<file path="src/rtl/ts_sync_lock_pkg.sv">
// Shared definitions for the MPEG-2 TS packet synchronizer: framing constants,
// FSM state encoding and the error-counter type.
package ts_defs;
  localparam logic [7:0] TS_SYNC_BYTE = 8'h47;
  localparam int         TS_PKT_LEN   = 188;
  localparam int         ERR_W        = 8;

  localparam logic [1:0] ST_HUNT   = 2'd0;
  localparam logic [1:0] ST_VERIFY = 2'd1;
  localparam logic [1:0] ST_LOCKED = 2'd2;

  typedef logic [ERR_W-1:0] err_cnt_t;
endpackage

</file>
<file path="src/rtl/ts_sync_lock_if.sv">
// Byte-stream bundle between a channel input, the synchronizer and the channel FIFO.
interface ts_sync_lock_if #(parameter int DATA_WIDTH = 8);
  logic                  valid_in;
  logic [DATA_WIDTH-1:0] ts_data_in;
  logic                  valid_out;
  logic                  sync_out;
  logic [DATA_WIDTH-1:0] ts_data_out;

  modport master (output valid_in, ts_data_in, input valid_out, sync_out, ts_data_out);
  modport slave  (input valid_in, ts_data_in, output valid_out, sync_out, ts_data_out);
endinterface

</file>
<file path="src/rtl/ts_silence_timer.sv">
// Input-activity watchdog: tracks idle cycles since the last valid byte and
// flags the channel absent once SILENCE_CYCLES idle cycles have elapsed.
module ts_silence_timer #(
  parameter int SILENCE_CYCLES = 4096
) (
  input  logic clk,
  input  logic rst_n,
  input  logic valid_in,
  output logic signal_present,
  output logic silence_evt
);
  localparam int            CW    = $clog2(SILENCE_CYCLES + 1);
  localparam logic [CW-1:0] LIMIT = CW'(SILENCE_CYCLES);

  logic [CW-1:0] cnt;

  // Combinational so the FSM drops lock on the same edge signal_present falls.
  assign silence_evt = !valid_in && (cnt == LIMIT - 1'b1);

  always_ff @(posedge clk or negedge rst_n) begin
    if (!rst_n) begin
      cnt            <= LIMIT;
      signal_present <= 1'b0;
    end else begin
      if (valid_in)          cnt <= '0;
      else if (cnt != LIMIT) cnt <= cnt + 1'b1;

      if (valid_in)         signal_present <= 1'b1;
      else if (silence_evt) signal_present <= 1'b0;
    end
  end
endmodule

</file>
<file path="src/rtl/ts_sync_lock.sv">
// Per-channel TS packet synchronizer: hunts for the sync byte, confirms 188-byte
// framing, forwards whole packets once locked and drops packets with a bad sync byte.
module ts_sync_lock
  import ts_defs::*;
#(
  parameter int                    DATA_WIDTH     = 8,
  parameter int                    PKT_LEN        = TS_PKT_LEN,
  parameter logic [DATA_WIDTH-1:0] SYNC_BYTE      = DATA_WIDTH'(TS_SYNC_BYTE),
  parameter int                    LOCK_COUNT     = 3,
  parameter int                    UNLOCK_COUNT   = 3,
  parameter int                    SILENCE_CYCLES = 4096
) (
  input  logic            clk,
  input  logic            rst_n,
  ts_sync_lock_if.slave   stream,
  input  logic            error_clr,
  output logic            locked,
  output logic            signal_present,
  output err_cnt_t        error_count
);
  localparam int               IDX_W    = $clog2(PKT_LEN);
  localparam logic [IDX_W-1:0] LAST_IDX = IDX_W'(PKT_LEN - 1);
  localparam logic [7:0]       LOCK_N   = 8'(LOCK_COUNT);
  localparam logic [7:0]       UNLOCK_N = 8'(UNLOCK_COUNT);

  logic [1:0]       state, state_nx;
  logic [IDX_W-1:0] idx, idx_nx;
  logic [7:0]       good, good_nx, bad, bad_nx;
  logic             drop, drop_nx;
  logic             fwd, sop, err_inc, is_sync, silence_evt;

  ts_silence_timer #(.SILENCE_CYCLES(SILENCE_CYCLES)) u_silence (
    .clk            (clk),
    .rst_n          (rst_n),
    .valid_in       (stream.valid_in),
    .signal_present (signal_present),
    .silence_evt    (silence_evt)
  );

  assign is_sync = (stream.ts_data_in == SYNC_BYTE);

  always_comb begin
    // NOTE: every signal written here gets a default first, so no path infers a latch.
    state_nx = state;
    idx_nx   = idx;
    good_nx  = good;
    bad_nx   = bad;
    drop_nx  = drop;
    fwd      = 1'b0;
    sop      = 1'b0;
    err_inc  = 1'b0;

    if (silence_evt) begin
      state_nx = ST_HUNT;
      idx_nx   = '0;
      good_nx  = '0;
      bad_nx   = '0;
      drop_nx  = 1'b0;
    end else if (stream.valid_in) begin
      idx_nx = (idx == LAST_IDX) ? '0 : idx + 1'b1;
      case (state)
        ST_HUNT: begin
          idx_nx = '0;
          if (is_sync) begin
            state_nx = ST_VERIFY;
            idx_nx   = IDX_W'(1);
            good_nx  = 8'd1;
          end
        end
        ST_VERIFY: begin
          if (idx == '0) begin
            if (is_sync) begin
              good_nx = good + 1'b1;
              if (good_nx == LOCK_N) begin
                // The byte that completes the lock is the first forwarded byte.
                state_nx = ST_LOCKED;
                bad_nx   = '0;
                drop_nx  = 1'b0;
                fwd      = 1'b1;
                sop      = 1'b1;
              end
            end else begin
              state_nx = ST_HUNT;
              idx_nx   = '0;
              good_nx  = '0;
            end
          end
        end
        ST_LOCKED: begin
          if (idx == '0) begin
            if (is_sync) begin
              bad_nx  = '0;
              drop_nx = 1'b0;
              fwd     = 1'b1;
              sop     = 1'b1;
            end else begin
              err_inc = 1'b1;
              bad_nx  = bad + 1'b1;
              drop_nx = 1'b1;
              if (bad_nx == UNLOCK_N) begin
                state_nx = ST_HUNT;
                idx_nx   = '0;
                good_nx  = '0;
                bad_nx   = '0;
                drop_nx  = 1'b0;
              end
            end
          end else begin
            fwd = !drop;
          end
        end
        default: state_nx = ST_HUNT;
      endcase
    end
  end

  always_ff @(posedge clk or negedge rst_n) begin
    if (!rst_n) begin
      state              <= ST_HUNT;
      idx                <= '0;
      good               <= '0;
      bad                <= '0;
      drop               <= 1'b0;
      locked             <= 1'b0;
      error_count        <= '0;
      stream.valid_out   <= 1'b0;
      stream.sync_out    <= 1'b0;
      stream.ts_data_out <= '0;
    end else begin
      // NOTE: non-blocking assignments so every register samples pre-edge values.
      state            <= state_nx;
      idx              <= idx_nx;
      good             <= good_nx;
      bad              <= bad_nx;
      drop             <= drop_nx;
      locked           <= (state_nx == ST_LOCKED);
      stream.valid_out <= fwd;
      stream.sync_out  <= sop;
      if (fwd) stream.ts_data_out <= stream.ts_data_in;

      if (error_clr)                        error_count <= '0;
      else if (err_inc && error_count != '1) error_count <= error_count + 1'b1;
    end
  end
endmodule

</file>
<file path="src/flat_wrapper.sv">
// flat-port wrapper written by rule: the top's interface ports become plain ports
module ts_sync_lock_flat import ts_defs::*;
#(
  parameter int                    DATA_WIDTH     = 8,
  parameter int                    PKT_LEN        = TS_PKT_LEN,
  parameter logic [DATA_WIDTH-1:0] SYNC_BYTE      = DATA_WIDTH'(TS_SYNC_BYTE),
  parameter int                    LOCK_COUNT     = 3,
  parameter int                    UNLOCK_COUNT   = 3,
  parameter int                    SILENCE_CYCLES = 4096
)
  (clk, rst_n, error_clr, locked, signal_present, error_count, stream_valid_in, stream_ts_data_in, stream_valid_out, stream_sync_out, stream_ts_data_out);
  ts_sync_lock_if #(.DATA_WIDTH(DATA_WIDTH)) stream_i ();
  input  logic clk;
  input  logic rst_n;
  input  logic error_clr;
  output logic locked;
  output logic signal_present;
  output err_cnt_t error_count;
  input wire logic [$bits(stream_i.valid_in)-1:0] stream_valid_in;
  input wire logic [$bits(stream_i.ts_data_in)-1:0] stream_ts_data_in;
  output wire logic [$bits(stream_i.valid_out)-1:0] stream_valid_out;
  output wire logic [$bits(stream_i.sync_out)-1:0] stream_sync_out;
  output wire logic [$bits(stream_i.ts_data_out)-1:0] stream_ts_data_out;
  assign stream_i.valid_in = stream_valid_in;
  assign stream_i.ts_data_in = stream_ts_data_in;
  assign stream_valid_out = stream_i.valid_out;
  assign stream_sync_out = stream_i.sync_out;
  assign stream_ts_data_out = stream_i.ts_data_out;
  ts_sync_lock #(.DATA_WIDTH(DATA_WIDTH), .PKT_LEN(PKT_LEN), .SYNC_BYTE(SYNC_BYTE), .LOCK_COUNT(LOCK_COUNT), .UNLOCK_COUNT(UNLOCK_COUNT), .SILENCE_CYCLES(SILENCE_CYCLES)) u_core (.clk(clk), .rst_n(rst_n), .stream(stream_i), .error_clr(error_clr), .locked(locked), .signal_present(signal_present), .error_count(error_count));
endmodule
</file>
<file path="config.mk">
export PLATFORM = sky130hd
export DESIGN_NAME = ts_sync_lock_flat
export DESIGN_NICKNAME = d
export VERILOG_FILES = /design/src/rtl/ts_sync_lock_pkg.sv /design/src/rtl/ts_sync_lock_if.sv /design/src/rtl/ts_silence_timer.sv /design/src/rtl/ts_sync_lock.sv /design/src/flat_wrapper.sv
export SDC_FILE = /design/constraint.sdc
export NUM_CORES = 1
export LEC_CHECK = 0
export ABC_AREA = 1
export BUFFER_PORTS_ARGS = -buffer_cell sky130_fd_sc_hd__buf_4
export CAP_MARGIN = 20
export CELL_PAD_IN_SITES_DETAIL_PLACEMENT = 0
export CELL_PAD_IN_SITES_GLOBAL_PLACEMENT = 1
export CORE_AREA = 2 2 112 114
export DETAILED_ROUTE_END_ITERATION = 10
export DIE_AREA = 0 0 114 116
export MAX_ROUTING_LAYER = met4
export PLACE_DENSITY_LB_ADDON = 0.1
export SETUP_SLACK_MARGIN = 0.2
export SLEW_MARGIN = 20
export SYNTH_ARGS = -nofsm -noshare
export SYNTH_HDL_FRONTEND = slang
export SYNTH_SLANG_ARGS = --single-unit
export TNS_END_PERCENT = 20
</file>
<file path="constraint.sdc">
create_clock -name clk -period 1.77 [get_ports clk]
set_input_delay 0.354 -clock clk [delete_from_list [all_inputs] [get_ports clk]]
set_output_delay 0.354 -clock clk [all_outputs]
set_load 0.005 [all_outputs]
</file>
==> results of run 1 <==
## critical path, delay by kind of cell (launching register included)
kind                     cells  cell delay (ns)
adder cells (fa/ha/maj)      1             0.19
AND/OR/NAND/NOR             10             1.04
AO/OA/AOI/OAI                1             0.06
flip-flops                   1             0.36
buffers and inverters        2             0.22
## cell usage in the layout (no fill, tap or decap), types with 3 or more instances in the layout
cell type / synthesis / routed
clkbuf_16: 0 / 9
buf_4: 0 / 113
nor2_1: 54 / 44
nor2_4: 1 / 3
nand2_2: 9 / 15
nand3_2: 3 / 10
inv_1: 55 / 48
nor3_2: 0 / 6
inv_2: 0 / 7
dfrtp_1: 59 / 59
xor2_1: 5 / 5
nand2_1: 114 / 103
ha_4: 0 / 3
o22ai_1: 3 / 3
o21ai_2: 8 / 12
a21oi_1: 16 / 16
o21ai_0: 26 / 16
nand4_1: 11 / 11
nand3_1: 37 / 29
o21ai_1: 2 / 8
clkbuf_8: 0 / 3
ha_1: 13 / 9
nor3_1: 13 / 6
nor2_2: 4 / 12
buf_6: 3 / 4
nand2_4: 1 / 5
## state kept, by name, summed over array words and instances (netlist names)
signal,count
u_core.u_silence.cnt,13
u_core.bad,8
u_core.error_count,8
u_core.good,8
u_core.idx,8
u_core.stream.ts_data_out,8
u_core.state,2
u_core.drop,1
u_core.locked,1
u_core.stream.sync_out,1
u_core.stream.valid_out,1
u_core.u_silence.signal_present,1
## routing by layer
| metal | track usage | vias to the layer above | part of all wire |
|---|---|---|---|
| li1 | - | 1770 | - |
| met2 | 0.2532 | 25 | 0.48 |
| met3 | 0.03190 | 9 | 0.019 |
| met1 | 0.1975 | 1517 | 0.48 |
| met4 | 0.06992 | 0 | 0.020 |
| met5 | - | - | 0 |
## report_power, final
part           leakage (nW)  switching (mW)  total [mW]  internal [mW]
registers             0.824          0.0137        1.40           1.39
clock network         0.143           0.617        1.67           1.06
logic                  1.49           0.216       0.362          0.146
## what timing repair did
| action | 4_1_cts | 5_1_grt |
|---|---|---|
| hold buffers | 1 | 0 |
| gates cloned | 1 | 0 |
| pin swaps | 13 | 13 |
| resized for setup | 40 | 36 |
| setup buffers | 1 | 2 |
| endpoints found under the setup margin | 49 | 54 |
| endpoints found under the hold margin | 16 | 0 |
## worst paths after layout
check / startpoint / end / slack [ns]
min reg2reg: u_core.u_silence.signal_present / u_core.u_silence.signal_present / 0.48
min: error_clr / u_core.error_count[2] / 0.21
max: u_core.u_silence.cnt[1] / u_core.bad[0] / -0.16
min in group asynchronous: rst_n / u_core.good[2] / 0.45
max reg2reg: u_core.u_silence.cnt[1] / u_core.bad[0] / -0.16
max in group asynchronous: rst_n / u_core.u_silence.cnt[12] / 0.74
## Yosys cell counts, types with 2 or more instances
cell type / count
o21bai_1: 2
dfrtp_1: 59
a21oi_1: 16
o21ai_1: 2
nand4_1: 11
nor3_1: 13
o21ai_2: 8
buf_6: 3
ha_1: 13
nand3b_1: 2
o31ai_1: 2
o21a_1: 2
a21oi_2: 2
nor2_1: 54
nand2_1: 114
o21ai_0: 26
o211ai_1: 2
nand3_2: 3
inv_1: 55
o22ai_1: 3
nand3_1: 37
nor2_2: 4
nor4_1: 3
xor2_1: 5
nand2_2: 9
## kinds of logic after synthesis
| kind of cell | Yosys count | share of synthesized area |
|---|---|---|
| compound gates | 66 | 0.1123 |
| xor+xnor | 5 | 0.01247 |
| fa+ha+maj | 13 | 0.04633 |
| buf+inv | 61 | 0.07234 |
| flops | 60 | 0.4280 |
| simple gates | 255 | 0.3286 |
## final cells by class
class,instances,area [µm²]
flip-flops and latches,60,1503
repair buffers,120,943.4
repair inverters,1,16.27
fillers,1235,6749
clock buffers,14,274.0
clock inverters,2,10.01
inverters,56,222.7
multi-input cells,339,2009
well taps,147,183.9
## stage by stage
stage          hold slack, ns  setup slack (ns)  area, µm²  power, mW  instances
5_1_grt                0.2023           -0.3159       5162      3.608        739
2_1_floorplan         0.05841          -0.02097       3538      1.581        460
3_3_place_gp           0.2590           -0.1950       4576      1.753        718
3_5_place_dp           0.2630           -0.2373       4576      1.752        718
4_1_cts                0.1875           -0.1381       5014      3.480        737
6_report               0.2069           -0.1558       5162      3.440        739
==> impl_metrics.tcl, run 1 <==
set metrics [dict create \
    htreeDepth 3 \
    initialDrtViolationCount 169 \
    worstMarginPinSlew_ns 0.3358 \
    yosysUniqueCellTypes 35 \
    vdd_drop_max_uv 430.2 \
    hold_path_class "in -> reg" \
    slew_headroom 0.7753 \
    power.leakage_nw 2.460 \
    drive_gt1_frac 0.3682 \
    status "finished, violations left" \
    clkSinkCount 60 \
    place_congestion 0.8631 \
    synth-main-ff-cell "dfrtp_1" \
    min_period_ns 1.926 \
    powerDensity_mw_per_mm2 666.4 \
    die_area_mm2 0.01322 \
    ys_warn_count 0 \
    diodes 0 \
    synthArstFlopShare 1.000 \
    path_clk_slew_ns 0.06 \
    syn_area_per_cell_um2 7.632 \
    layout_setup_ws_ns -0.1558 \
    ys_ff_latch 60 \
    fin_setup_tns_ns -3.299 \
    viasPerCell 4.494 \
    core.rowCount 40 \
    wl_per_cell_um 12.50 \
    nets 612 \
    worst-r2r-cell-count 14 \
    cts_tree "done" \
    end_kind "flop" \
    num_io_pins 32 \
    io_buffers 31 \
    max_stage_delay_ns 0.36 \
    min_delay_path_depth 2 \
    skew_ns 0.007549 \
    path_cells "ha_2, nand3_2, nor2_2, nand2_2, nor2_4, nand4_4, nand2_2, a21oi_2, buf_4, nor2_4, nand2_8, clkinv_8, nand3_2, nand2_1" \
    coreArea_mm2 0.01191 \
    post-route-drc-count 0 \
    grt_pass1_vias 3434 \
    crit_slowest_cell "dfrtp_1" \
    synth_edf_count 0 \
    clk_latency_ns 0.34 \
    setup_viol 34 \
    overflow 0 \
    syn-num-nets 485 \
    post-route-util 0.4334 \
    violations "setup timing" \
    crit_fanout 8 \
    cp_data_required_time_ns 2.05 \
    drtAntennaViolNets 0 \
    crit_path_start_kind "flop" \
    synth_area_leaders "dfrtp_1 (42%), nand2_1 (12%), inv_1 (5.9%)" \
    grt_max_degree 29 \
    cts_made_buffers 9 \
    ys_seq_area_frac 0.4280 \
    yosysTopAreaCell "dfrtp_1" \
    syn_area_mm2 0.003511 \
    grt.total_usage 0.1593 \
    drtPass1Iterations 4 \
    path_class "reg -> reg" \
    synthCells 460 \
    fin_crit_sh 1.088 \
    grt_pass1_wl_mm 15.97 \
    critPathArrivalTime_ns 2.20 \
    maxCapViolCount 0 \
    cts_max_path_buffers 2 \
    area_delta_synth_final_pct 47.04 \
    synth_top_area_share 0.4205 \
    start_util 0.2947 \
    hold_viol 0 \
    cts_root_buf "clkbuf_16" \
    rsz0062_at_grt "yes" \
    slew_violations 0 \
    dp_hpwl_mm 6.750 \
    wirelength_mm 9.235 \
    max_clock_freq_mhz 519.3 \
    grt_antenna_before_repair 0 \
    fp.dieW_um 114 \
    vias 3321 \
    die_y_um 116 \
]
Note: power is estimated with default switching activity, not from simulation.
==> inputs of run 2 (changes only) <==
- CORE_AREA: 2 2 112 114 -> 2 2 122 124
- DIE_AREA: 0 0 114 116 -> 0 0 124 126
- GPL_ROUTABILITY_DRIVEN: default -> 0
- SKIP_CTS_REPAIR_TIMING: default -> 1
==> run 2 against run 1 <==
Critical path depth unchanged. Non-clock buffer count decreased by 4. Design area increased by 0.29%. Global-route usage decreased by 2.4 points. Sequential share of layout area decreased by 0.084 points. Core utilization decreased by 7.2 points. The run still ends with setup timing left. Setup slack got worse by 0.057 ns. Hold slack improved by 0.0025 ns. Clock-buffer cell count decreased by 3. Via count increased by 0.78%. Maximum frequency decreased by 2.9%. Sequential power about the same.
==> impl_metrics.tcl, run 2 (same netlist as run 1, synthesis figures left out) <==
set metrics [dict create \
    dp_cells 751 \
    cts_tree "done" \
    status "finished, violations left" \
    r2r_slack_ns -0.21 \
    min_period_ns 1.983 \
    final_area_mm2 0.005177 \
    path_delay_family "simple AND/OR/NAND/NOR gates" \
    worst-r2r-cell-count 14 \
    fin_cells 772 \
    layout_setup_ws_ns -0.2125 \
    io_buffers 31 \
    area_delta_synth_final_pct 47.47 \
    nets 608 \
    worst_hold_slack_ns 0.2093 \
    grt_pass1_wl_mm 16.00 \
    overflow 0 \
    largest_register_ffs 13 \
    cts_made_buffers 9 \
    clk_latency_ns 0.33 \
    num_io_pins 32 \
    wirelength_mm 9.554 \
    worstHoldStart "error_clr" \
    wl_per_cell_um 12.38 \
    crit_fanout 8 \
    place_area_mm2 0.004592 \
    powerDensity_mw_per_mm2 722.7 \
    diodes 0 \
    end_kind "flop" \
    drive_gt1_frac 0.3503 \
    violations "setup timing" \
    max_stage_delay_ns 0.35 \
    clkSinkCount 60 \
    grt.total_usage 0.1358 \
    start_util 0.2453 \
    grt_antenna_before_repair 0 \
    rsz0062_at_grt "yes" \
    grt_max_degree 28 \
    slew_violations 0 \
    skew_ns 0.007156 \
    top_register "u_core.u_silence.cnt" \
    fin_setup_tns_ns -4.315 \
    timing.rr.end "u_core.drop" \
    slew_headroom 0.7694 \
    vdd_drop_max_uv 414.0 \
    coreArea_mm2 0.01431 \
    viasPerCell 4.335 \
    setup_viol 34 \
    worstMarginPinSlew_ns 0.3460 \
    max_clock_freq_mhz 504.4 \
    crit_buf_inv 2 \
    layout_commonest_cell "buf_4" \
    htreeDepth 3 \
    maxCapViolCount 0 \
    crit_path_start_kind "flop" \
    post-route-drc-count 0 \
    most-common-layout-cells "buf_4 (112), nand2_1 (107), dfrtp_1 (59), inv_1 (50), nor2_1 (48)" \
    min_delay_path_depth 2 \
    path_class "reg -> reg" \
    totalPowerFinal_mw 3.742 \
    r2r-start "u_core.u_silence.cnt[0]" \
    min_to "u_core.error_count[0]" \
    die_y_um 126 \
    fp.dieW_um 124 \
    drtAntennaViolNets 0 \
    dp_hpwl_mm 7.139 \
    cp_data_required_time_ns 2.03 \
    fin_crit_sh 1.120 \
    die_area_mm2 0.01562 \
    cts_root_buf "clkbuf_16" \
    initialDrtViolationCount 140 \
    core.rowCount 44 \
    power.leakage_nw 2.440 \
    drtPass1Iterations 6 \
    vias 3347 \
    grt_pass1_vias 3399 \
    hold_path_class "in -> reg" \
    path_clk_slew_ns 0.05 \
    crit_slowest_cell "dfrtp_1" \
    critPathArrivalTime_ns 2.24 \
    hold_viol 0 \
    cts_max_path_buffers 2 \
    path_cells "ha_2, nand3_2, nor2_2, nand2_2, nor2_4, nand4_4, nand2_4, a21oi_4, buf_6, nor2_4, nand2_4, inv_8, nand2_2, o21ai_1" \
]
## run 2: changes by cell type in the layout (fill, tap and decap cells not counted), moves of 3 or more
cell       delta
nand2_1       +4
nand2_2       -4
nor2_1        +4
nor2_2        -4
buf_6         -3
bufinv_16     +3
clkbuf_8      -3
## run 2: how the worst max path moves through the flow
stage,start,to,slack [ns],depth (start not counted)
after global placement,u_core.u_silence.cnt[0],u_core.bad[1],-0.30,14
after global routing,u_core.u_silence.cnt[1],u_core.good[3],-0.37,14
after detailed placement,u_core.u_silence.cnt[0],u_core.bad[3],-0.29,14
final,u_core.u_silence.cnt[0],u_core.drop,-0.21,14
after floorplan,u_core.u_silence.cnt[0],u_core.good[5],-0.02,13
after CTS,u_core.u_silence.cnt[0],u_core.bad[2],-0.31,14
## run 2: per-layer routing
layer  share of wire  vias up  GRT usage
met5               0        -          -
met4           0.015        0    0.04560
met3           0.027       13    0.03578
met2            0.46       27     0.2007
met1            0.50     1550     0.1799
li1                -     1757          -
## run 2: stage by stage
stage | util | setup WS (ns)
3_3_place_gp | 0.3208 | -0.2969
4_1_cts | 0.3441 | -0.3106
2_1_floorplan | - | -0.02097
3_5_place_dp | 0.3208 | -0.2927
6_report | 0.3617 | -0.2125
5_1_grt | 0.3617 | -0.3726
## run 2: power breakdown
part	total [mW]	leakage (nW)	internal (mW)	switching, mW
sequential	1.40	0.824	1.39	0.00921
clock	1.99	0.163	1.37	0.623
combinational	0.350	1.45	0.141	0.208
total	3.74	2.44	2.90	0.840
## run 2: cell type report
type	instances	area, µm²
clock buffers	11	232.7
clock inverters	5	100.1
fillers	1526	9136
inverters	56	217.7
multi-input cells	339	1983
flip-flops and latches	60	1503
well taps	184	230.2
repair buffers	116	902.1
repair inverters	1	8.758
